$ cat src/rtl/tetris_pkg.sv
// Shared Tetris datapath definitions: playfield geometry, line-clear FSM states and score table.
package tetris_pkg;

    localparam int GRID_ROWS = 22;
    localparam int GRID_COLS = 10;

    typedef enum logic [1:0] {
        IDLE  = 2'd0,
        SCAN  = 2'd1,
        SHIFT = 2'd2,
        DONE  = 2'd3
    } lineclear_state_t;

    // Linear points unless the bonus table is selected; bonus caps at 8 beyond a tetris.
    function automatic logic [4:0] points(input logic [4:0] n, input logic bonus);
        if (!bonus) begin
            return n;
        end
        case (n)
            5'd0:    return 5'd0;
            5'd1:    return 5'd1;
            5'd2:    return 5'd3;
            5'd3:    return 5'd5;
            default: return 5'd8;
        endcase
    endfunction

endpackage

$ cat src/rtl/lineclear_if.sv
// Start/grid/result bundle between the landed-piece grid and the line-clear engine.
interface lineclear_if #(
    parameter int ROWS    = tetris_pkg::GRID_ROWS,
    parameter int COLS    = tetris_pkg::GRID_COLS,
    parameter int SCORE_W = 8
);
    logic                       start;
    logic                       clear_score;
    logic [ROWS-1:0][COLS-1:0]  grid_in;
    logic [ROWS-1:0][COLS-1:0]  grid_out;
    logic                       busy;
    logic                       done;
    logic [4:0]                 lines_cleared;
    logic [SCORE_W-1:0]         score;

    modport master (
        output start, clear_score, grid_in,
        input  grid_out, busy, done, lines_cleared, score
    );

    modport slave (
        input  start, clear_score, grid_in,
        output grid_out, busy, done, lines_cleared, score
    );

endinterface

$ cat src/rtl/lineclear_score.sv
// Saturating score accumulator; table chosen by LINECLEAR_BONUS_EN (linear points when undefined).
// Adds once per done pulse; clear_score overrides a coincident add.
module lineclear_score
    import tetris_pkg::*;
#(
    parameter int SCORE_W = 8
) (
    input  logic               clk,
    input  logic               reset,
    input  logic               clear_score,
    input  logic               add_en,
    input  logic [4:0]         lines,
    output logic [SCORE_W-1:0] score
);

`ifdef LINECLEAR_BONUS_EN
    localparam logic BONUS = 1'b1;
`else
    localparam logic BONUS = 1'b0;
`endif

    logic [4:0]         pts;
    logic [SCORE_W+5:0] sum;
    logic [SCORE_W-1:0] sat_sum;

    assign pts     = points(lines, BONUS);
    assign sum     = {6'b0, score} + {{(SCORE_W+1){1'b0}}, pts};
    assign sat_sum = (|sum[SCORE_W+5:SCORE_W]) ? {SCORE_W{1'b1}} : sum[SCORE_W-1:0];

    always_ff @(posedge clk or posedge reset) begin
        if (reset) begin
            score <= '0;
        end else if (clear_score) begin
            score <= '0;
        end else if (add_en) begin
            score <= sat_sum;
        end
    end

endmodule

$ cat src/rtl/lineclear.sv
// Line-clear engine: captures the grid on start, scans bottom-up, collapses full rows; score table via LINECLEAR_BONUS_EN.
// done follows start by ROWS+2k+1 cycles for k cleared lines; start is ignored while busy, no backpressure.
module lineclear
    import tetris_pkg::*;
#(
    parameter int ROWS    = GRID_ROWS,
    parameter int COLS    = GRID_COLS,
    parameter int SCORE_W = 8
) (
    input  logic        clk,
    input  logic        reset,
    lineclear_if.slave  bus
);

    localparam logic [1:0] ST_IDLE  = IDLE;
    localparam logic [1:0] ST_SCAN  = SCAN;
    localparam logic [1:0] ST_SHIFT = SHIFT;
    localparam logic [1:0] ST_DONE  = DONE;
    localparam logic [4:0] PTR_TOP  = 5'(ROWS-1);

    logic [1:0]                state;
    logic [4:0]                ptr;
    logic [ROWS-1:0][COLS-1:0] grid;
    logic [ROWS-1:0][COLS-1:0] shifted;
    logic                      busy;
    logic                      done;
    logic [4:0]                lines;
    logic                      row_full;

    assign row_full = &grid[ptr];

    // Rows 1..ptr take the row above; row 0 refills empty; rows below ptr stay put.
    always_comb begin
        shifted = '0;
        for (int r = 0; r < ROWS; r++) begin
            if (r == 0) begin
                shifted[r] = '0;
            end else if (r <= int'(ptr)) begin
                shifted[r] = grid[r-1];
            end else begin
                shifted[r] = grid[r];
            end
        end
    end

    always_ff @(posedge clk or posedge reset) begin
        if (reset) begin
            state <= ST_IDLE;
            ptr   <= PTR_TOP;
            grid  <= '0;
            busy  <= 1'b0;
            done  <= 1'b0;
            lines <= '0;
        end else begin
            done <= 1'b0;
            case (state)
                ST_IDLE: begin
                    if (bus.start) begin
                        grid  <= bus.grid_in;
                        ptr   <= PTR_TOP;
                        lines <= '0;
                        busy  <= 1'b1;
                        state <= ST_SCAN;
                    end
                end
                ST_SCAN: begin
                    if (row_full) begin
                        state <= ST_SHIFT;
                    end else if (ptr == 5'd0) begin
                        state <= ST_DONE;
                        done  <= 1'b1;
                    end else begin
                        ptr <= ptr - 5'd1;
                    end
                end
                ST_SHIFT: begin
                    grid  <= shifted;
                    lines <= lines + 5'd1;
                    state <= ST_SCAN;
                end
                ST_DONE: begin
                    busy  <= 1'b0;
                    state <= ST_IDLE;
                end
                default: state <= ST_IDLE;
            endcase
        end
    end

    lineclear_score #(
        .SCORE_W (SCORE_W)
    ) u_score (
        .clk         (clk),
        .reset       (reset),
        .clear_score (bus.clear_score),
        .add_en      (done),
        .lines       (lines),
        .score       (bus.score)
    );

    assign bus.grid_out      = grid;
    assign bus.busy          = busy;
    assign bus.done          = done;
    assign bus.lines_cleared = lines;

endmodule
$ cat src/flat_wrapper.sv
// flat-port wrapper written by rule: the top's interface ports become plain ports
module lineclear_flat import tetris_pkg::*;
#(
    parameter int ROWS    = GRID_ROWS,
    parameter int COLS    = GRID_COLS,
    parameter int SCORE_W = 8
)
  (clk, reset, bus_start, bus_clear_score, bus_grid_in, bus_grid_out, bus_busy, bus_done, bus_lines_cleared, bus_score);
  lineclear_if #(.ROWS(ROWS), .COLS(COLS), .SCORE_W(SCORE_W)) bus_i ();
  input  logic clk;
  input  logic reset;
  input wire logic [$bits(bus_i.start)-1:0] bus_start;
  input wire logic [$bits(bus_i.clear_score)-1:0] bus_clear_score;
  input wire logic [$bits(bus_i.grid_in)-1:0] bus_grid_in;
  output wire logic [$bits(bus_i.grid_out)-1:0] bus_grid_out;
  output wire logic [$bits(bus_i.busy)-1:0] bus_busy;
  output wire logic [$bits(bus_i.done)-1:0] bus_done;
  output wire logic [$bits(bus_i.lines_cleared)-1:0] bus_lines_cleared;
  output wire logic [$bits(bus_i.score)-1:0] bus_score;
  assign bus_i.start = bus_start;
  assign bus_i.clear_score = bus_clear_score;
  assign bus_i.grid_in = bus_grid_in;
  assign bus_grid_out = bus_i.grid_out;
  assign bus_busy = bus_i.busy;
  assign bus_done = bus_i.done;
  assign bus_lines_cleared = bus_i.lines_cleared;
  assign bus_score = bus_i.score;
  lineclear #(.ROWS(ROWS), .COLS(COLS), .SCORE_W(SCORE_W)) u_core (.clk(clk), .reset(reset), .bus(bus_i));
endmodule
$ cat config.mk
export PLATFORM = sky130hd
export DESIGN_NAME = lineclear_flat
export DESIGN_NICKNAME = d
export VERILOG_FILES = /design/src/rtl/tetris_pkg.sv /design/src/rtl/lineclear_if.sv /design/src/rtl/lineclear_score.sv /design/src/rtl/lineclear.sv /design/src/flat_wrapper.sv
export SDC_FILE = /design/constraint.sdc
export NUM_CORES = 1
export LEC_CHECK = 0
export CAP_MARGIN = 10
export CORE_ASPECT_RATIO = 1.75
export CORE_MARGIN = 8
export CORE_UTILIZATION = 46
export CTS_CLUSTER_DIAMETER = 100
export DETAILED_ROUTE_END_ITERATION = 10
export GPL_ROUTABILITY_DRIVEN = 0
export HOLD_SLACK_MARGIN = 0.08
export PLACE_DENSITY = 0.83
export SYNTH_ARGS = -nofsm -noshare
export SYNTH_HDL_FRONTEND = slang
export SYNTH_HIERARCHICAL = 1
export SYNTH_SLANG_ARGS = --single-unit
$ cat constraint.sdc
create_clock -name clk -period 10.8 [get_ports clk]
set_input_delay 2.16 -clock clk [delete_from_list [all_inputs] [get_ports clk]]
set_output_delay 2.16 -clock clk [all_outputs]
set_load 0.1 [all_outputs]
== Yosys cells after proc, flatten, opt, wreduce, memory -nomap -nowiden ==
Index checks and enable logic that the tools add are counted.

* Add/subtract/negate cells: 3
* Reductions and logical operators: 33
* Equal/unequal tests: 28
* Muxes and demuxes: 43
* Order comparisons: 22

{| class="wikitable"
|+ Operator list
! operator !! count
|-
| $pmux 220 s2 || 1
|-
| $mux 10 || 22
|-
| $mux 220 || 1
|-
| $reduce_and 3->1 || 21
|-
| $bmux 10 s5 || 1
|-
| $ne 2x1->1 const B || 21
|-
| $le 4x5->1 const A || 8
|-
| $le 5x5->1 const A || 6
|-
| $mux 8 || 3
|-
| $le 3x5->1 const A || 4
|-
| $mux 5 || 4
|-
| $pmux 5 s2 || 2
|-
| $le 2x5->1 const A || 2
|-
| $reduce_and 10->1 || 1
|-
| $add 8x5->9 || 1
|-
| $pmux 2 s4 || 1
|-
| $reduce_bool 2->1 || 4
|-
| $lt 5x6->1 const B || 1
|-
| $mux 2 || 3
|-
| $ne 2x2->1 const B || 3
|-
| $reduce_and 2->1 || 3
|-
| $reduce_or 6->1 || 1
|-
| $add 5x1->5 const B || 1
|-
| $le 1x5->1 const A || 1
|-
| 9 further kinds || 13
|}

* Input bits: 224
* Word-level logic and storage cells: 157
* Bits in registers: 242
* Output and inout port bits: 235

== Longest topological paths before layout ==
* Depth in word-level cells: 5
* Gate-level depth with buffers: 11
* Gate-level depth less buffers: 8

== Hierarchy ==
The synthesis kept the hierarchy.

{| class="wikitable"
|+ By module, submodules not included
! module !! area each (µm²) !! seq. area each (µm²) !! cells each !! instances
|-
| lineclear || 12605.8 || 5859.4 || 1480 || 1
|-
| lineclear_score || 580.6 || 200.2 || 61 || 1
|}

== Worst setup path before layout ==
No wires, ideal clock.

* Kind: in2reg
* Start: in bus_start
* End: reg u_core.grid (netlist bit u_core/bus.grid_out[140])
* Setup slack: 7279 ps
* Data required time: 10659 ps
* Stages: 6
* Setup time: 141 ps
* Data arrival time: 3380 ps
* Buffers on the path: 1
* Cell sequence: nor3b_1 > nor2_1 > a21oi_1 > a41o_1 > clkbuf_1 > a31oi_1

* Longest elaborated chain between the ends: 2

{| class="wikitable"
|+ RTL lines
! item !! line !! text
|-
| start, declared || flat_wrapper.sv:12 || <nowiki>input wire logic [$bits(bus_i.start)-1:0] bus_start;</nowiki>
|-
| $ne 2x2->1 (no line) || -- ||
|-
| $reduce_and 3->1 (no line) || -- ||
|-
| end signal, assigned || lineclear.sv:59 || <nowiki>grid <= bus.grid_in;</nowiki>
|-
| end signal, assigned || lineclear.sv:77 || <nowiki>grid <= shifted;</nowiki>
|-
| end, declared || lineclear.sv:23 || <nowiki>logic [ROWS-1:0][COLS-1:0] grid;</nowiki>
|}

No other way between the ends.
A chain may end at the register's enable or synchronous reset.

== Worst setup path after layout ==
* Start: in bus_start
* End: reg u_core.grid (netlist bit u_core/bus.grid_out[144])

Same word-level chain as after synthesis.

==> flow_summary.json <==
{
  "setup_tns_ps": 0,
  "postRouteAntennaNets": 0,
  "dr.pass1.iters": 6,
  "tritoncts": "yes",
  "portBuffers": 458,
  "maxCapViolCount": 0,
  "grt_max_degree": 217,
  "fp.dieW_um": 144,
  "finClkSkew_ps": 13.3,
  "slew_viol_final": 0,
  "grt_first_pass_wirelength_mm": 83.4,
  "ctsHoldBuffers": 0,
  "clock_tree.root_cell": "clkbuf_16",
  "postSynthCellCount": 1541,
  "gr-total-overflow": 0,
  "design_area_um2": 18700,
  "worstSetupPathType": "primary input to flop",
  "avgSynthCellArea_um2": 8.56,
  "cp_max_fo": 21,
  "nets": 2155,
  "cts.sinks": 242,
  "cp.arrival_ps": 5030,
  "fill_cells": 2339,
  "syn2layout_area_growth_pct": 41.6,
  "htreeDepth": 1,
  "syn-num-nets": 1777,
  "worstPathRequired_ps": 11240,
  "ys_warn_count": 6,
  "rsz0062_at_grt": "false",
  "grt.total_usage": 0.317,
  "min_period_ps": 4590,
  "hold_viol": 0,
  "clk_pin_slew_worst_paths_ps": 70,
  "die_h_um": 240,
  "netlist.area_leader.share": 0.454,
  "viasPerCell": 5.92,
  "routed_wl_mm": 56.2,
  "io-pin-count": 459,
  "max_freq_mhz": 218,
  "post_cts_resized": 0,
  "synth_area_leaders": "dfrtp_1, nand2_1, mux2i_1",
  "die-area_um2": 34600,
  "hp-class": "flop to flop",
  "start_util": 0.464,
  "drtIter0Drc": 1298,
  "tightest_slew_ps": 1270,
  "synth_top_cell_by_area": "dfrtp_1",
  "clk_path_buf_depth": 3,
  "dpl_cell_area_um2": 17900,
  "critPathLaunchType": "primary input",
  "core-area_um2": 28400,
  "post_synth_num_cell_types": 56,
  "drive_above_1_share": 0.0475,
  "worstSkewPairLatency_ps": 530,
  "end_kind": "flop",
  "fin_util": 0.657,
  "cts_setup_buffers": 0,
  "rrSetupSlack_ps": 6660,
  "max_slew_margin": 0.152,
  "synth.cell_area_um2": 13200,
  "fin_crit_sh": 0.425,
  "vias": 13800,
  "antenna_found_initial": 8,
  "dp_hpwl_mm": 42.0,
  "ys_seq_area_frac": 0.460,
  "setup_violations": 0,
  "row_count": 82,
  "ys_ff_latch": 242,
  "outcome": "completed",
  "grt_pass1_vias": 13900,
  "drc": 0,
  "wl_per_cell_um": 24.2,
  "numCtsBuffers": 24
}
## cell usage in the layout, fill, tap and decap left out, drive strengths merged, types with 6 or more instances in the layout
cell type,instances
o21ai,78
clkdlybuf4s50,458
a31oi,174
nand4,6
a21oi,21
nand3,11
nor2,193
diode,9
inv,13
a22o,11
mux2i,133
dfrtp,239
clkinv,7
ha,11
nor2b,8
a211oi,6
o22ai,45
buf,18
clkbuf,34
o211ai,13
nand2,396
## registers in the layout (all words and copies together) (netlist names)
| name | flops |
|---|---|
| u_core/bus.grid_out | 220 |
| u_core/bus.busy | 1 |
| u_core/u_score/score | 8 |
| u_core/bus.done | 1 |
| u_core/bus.lines_cleared | 5 |
| u_core/state | 2 |
| u_core/ptr | 5 |
## metrics by stage
stage | instances | hold WS [ps] | worst slack [ps]
detailed placement | 2270 | 521 | 5770
CTS | 2313 | 536 | 6240
floorplan | 1541 | 543 | 2230
finish | 2323 | 548 | 6210
global route | 2322 | 568 | 5990
global placement | 2270 | 511 | 5890
## cells by family after synthesis
logic type,share of synthesized area
flip-flops,0.460
AO/OA/AOI/OAI,0.174
buffers and inverters,0.0481
XOR/XNOR,0.00199
adder cells (fa/ha/maj),0.0120
AND/OR/NAND/NOR,0.191
multiplexers,0.114
## final timing paths
| check | to | depth (start not counted) | start |
|---|---|---|---|
| worst max-delay path | u_core/bus.grid_out[144] | 8 | bus_start |
| worst min-delay path | u_core/bus.grid_out[34] | 2 | u_core/bus.grid_out[34] |
| worst max register to register | u_core/ptr[3] | 9 | u_core/ptr[0] |
| worst min register to register | u_core/bus.grid_out[34] | 2 | u_core/bus.grid_out[34] |
| max in group asynchronous | u_core/bus.grid_out[26] | 3 | reset |
| min in group asynchronous | u_core/u_score/score[3] | 2 | reset |
## routing by layer
layer / track usage / share of wire / vias to the layer above
met4: 0.221 / 0.071 / 0
met3: 0.0549 / 0.083 / 205
li1: - / - / 6146
met1: 0.352 / 0.34 / 6574
met5: 0 / 0 / -
met2: 0.540 / 0.50 / 832
## cells in the mapped netlist (all sizes together)
cell	count
a211oi	6
a21boi	1
a21o	5
a21oi	21
a221oi	1
a22o	11
a22oi	5
a311oi	1
a31o	3
a31oi	174
a41o	1
a41oi	1
and2	2
and4b	1
buf	28
clkbuf	96
dfrtp	239
dfstp	3
fa	1
ha	11
inv	12
mux2	5
mux2i	133
mux4	5
nand2	396
nand2b	4
nand3	11
nand3b	1
nand4	6
nor2	193
nor2b	8
nor3	5
nor3b	2
nor4	1
o2111ai	1
o211ai	13
o21ai	78
o21bai	1
o22ai	45
o2bb2ai	1
or2	3
or3	3
xnor2	3
## critical path, cell delays in order
cell and delay, ps:
clkdlybuf4s50_1 560, nor3b_2 210, buf_4 260, nor2_1 170
a21oi_2 730, a41o_1 600, nor2_1 130, a31oi_1 190
## cell type report
| cell class | count | area (µm²) | share of cell area |
|---|---|---|---|
| clock inverter | 9 | 81.3 | 0.00436 |
| sequential | 242 | 6060 | 0.325 |
| antenna | 9 | 22.5 | 0.00121 |
| tap | 378 | 473 | 0.0253 |
| multi-input combinational | 1163 | 6540 | 0.351 |
| clock buffer | 34 | 699 | 0.0375 |
| timing repair buffer | 476 | 4730 | 0.253 |
| inverter | 12 | 52.6 | 0.00282 |
Power is not shown: default switching activity piles up to over one toggle a cycle in this logic, so the estimate is an artifact.
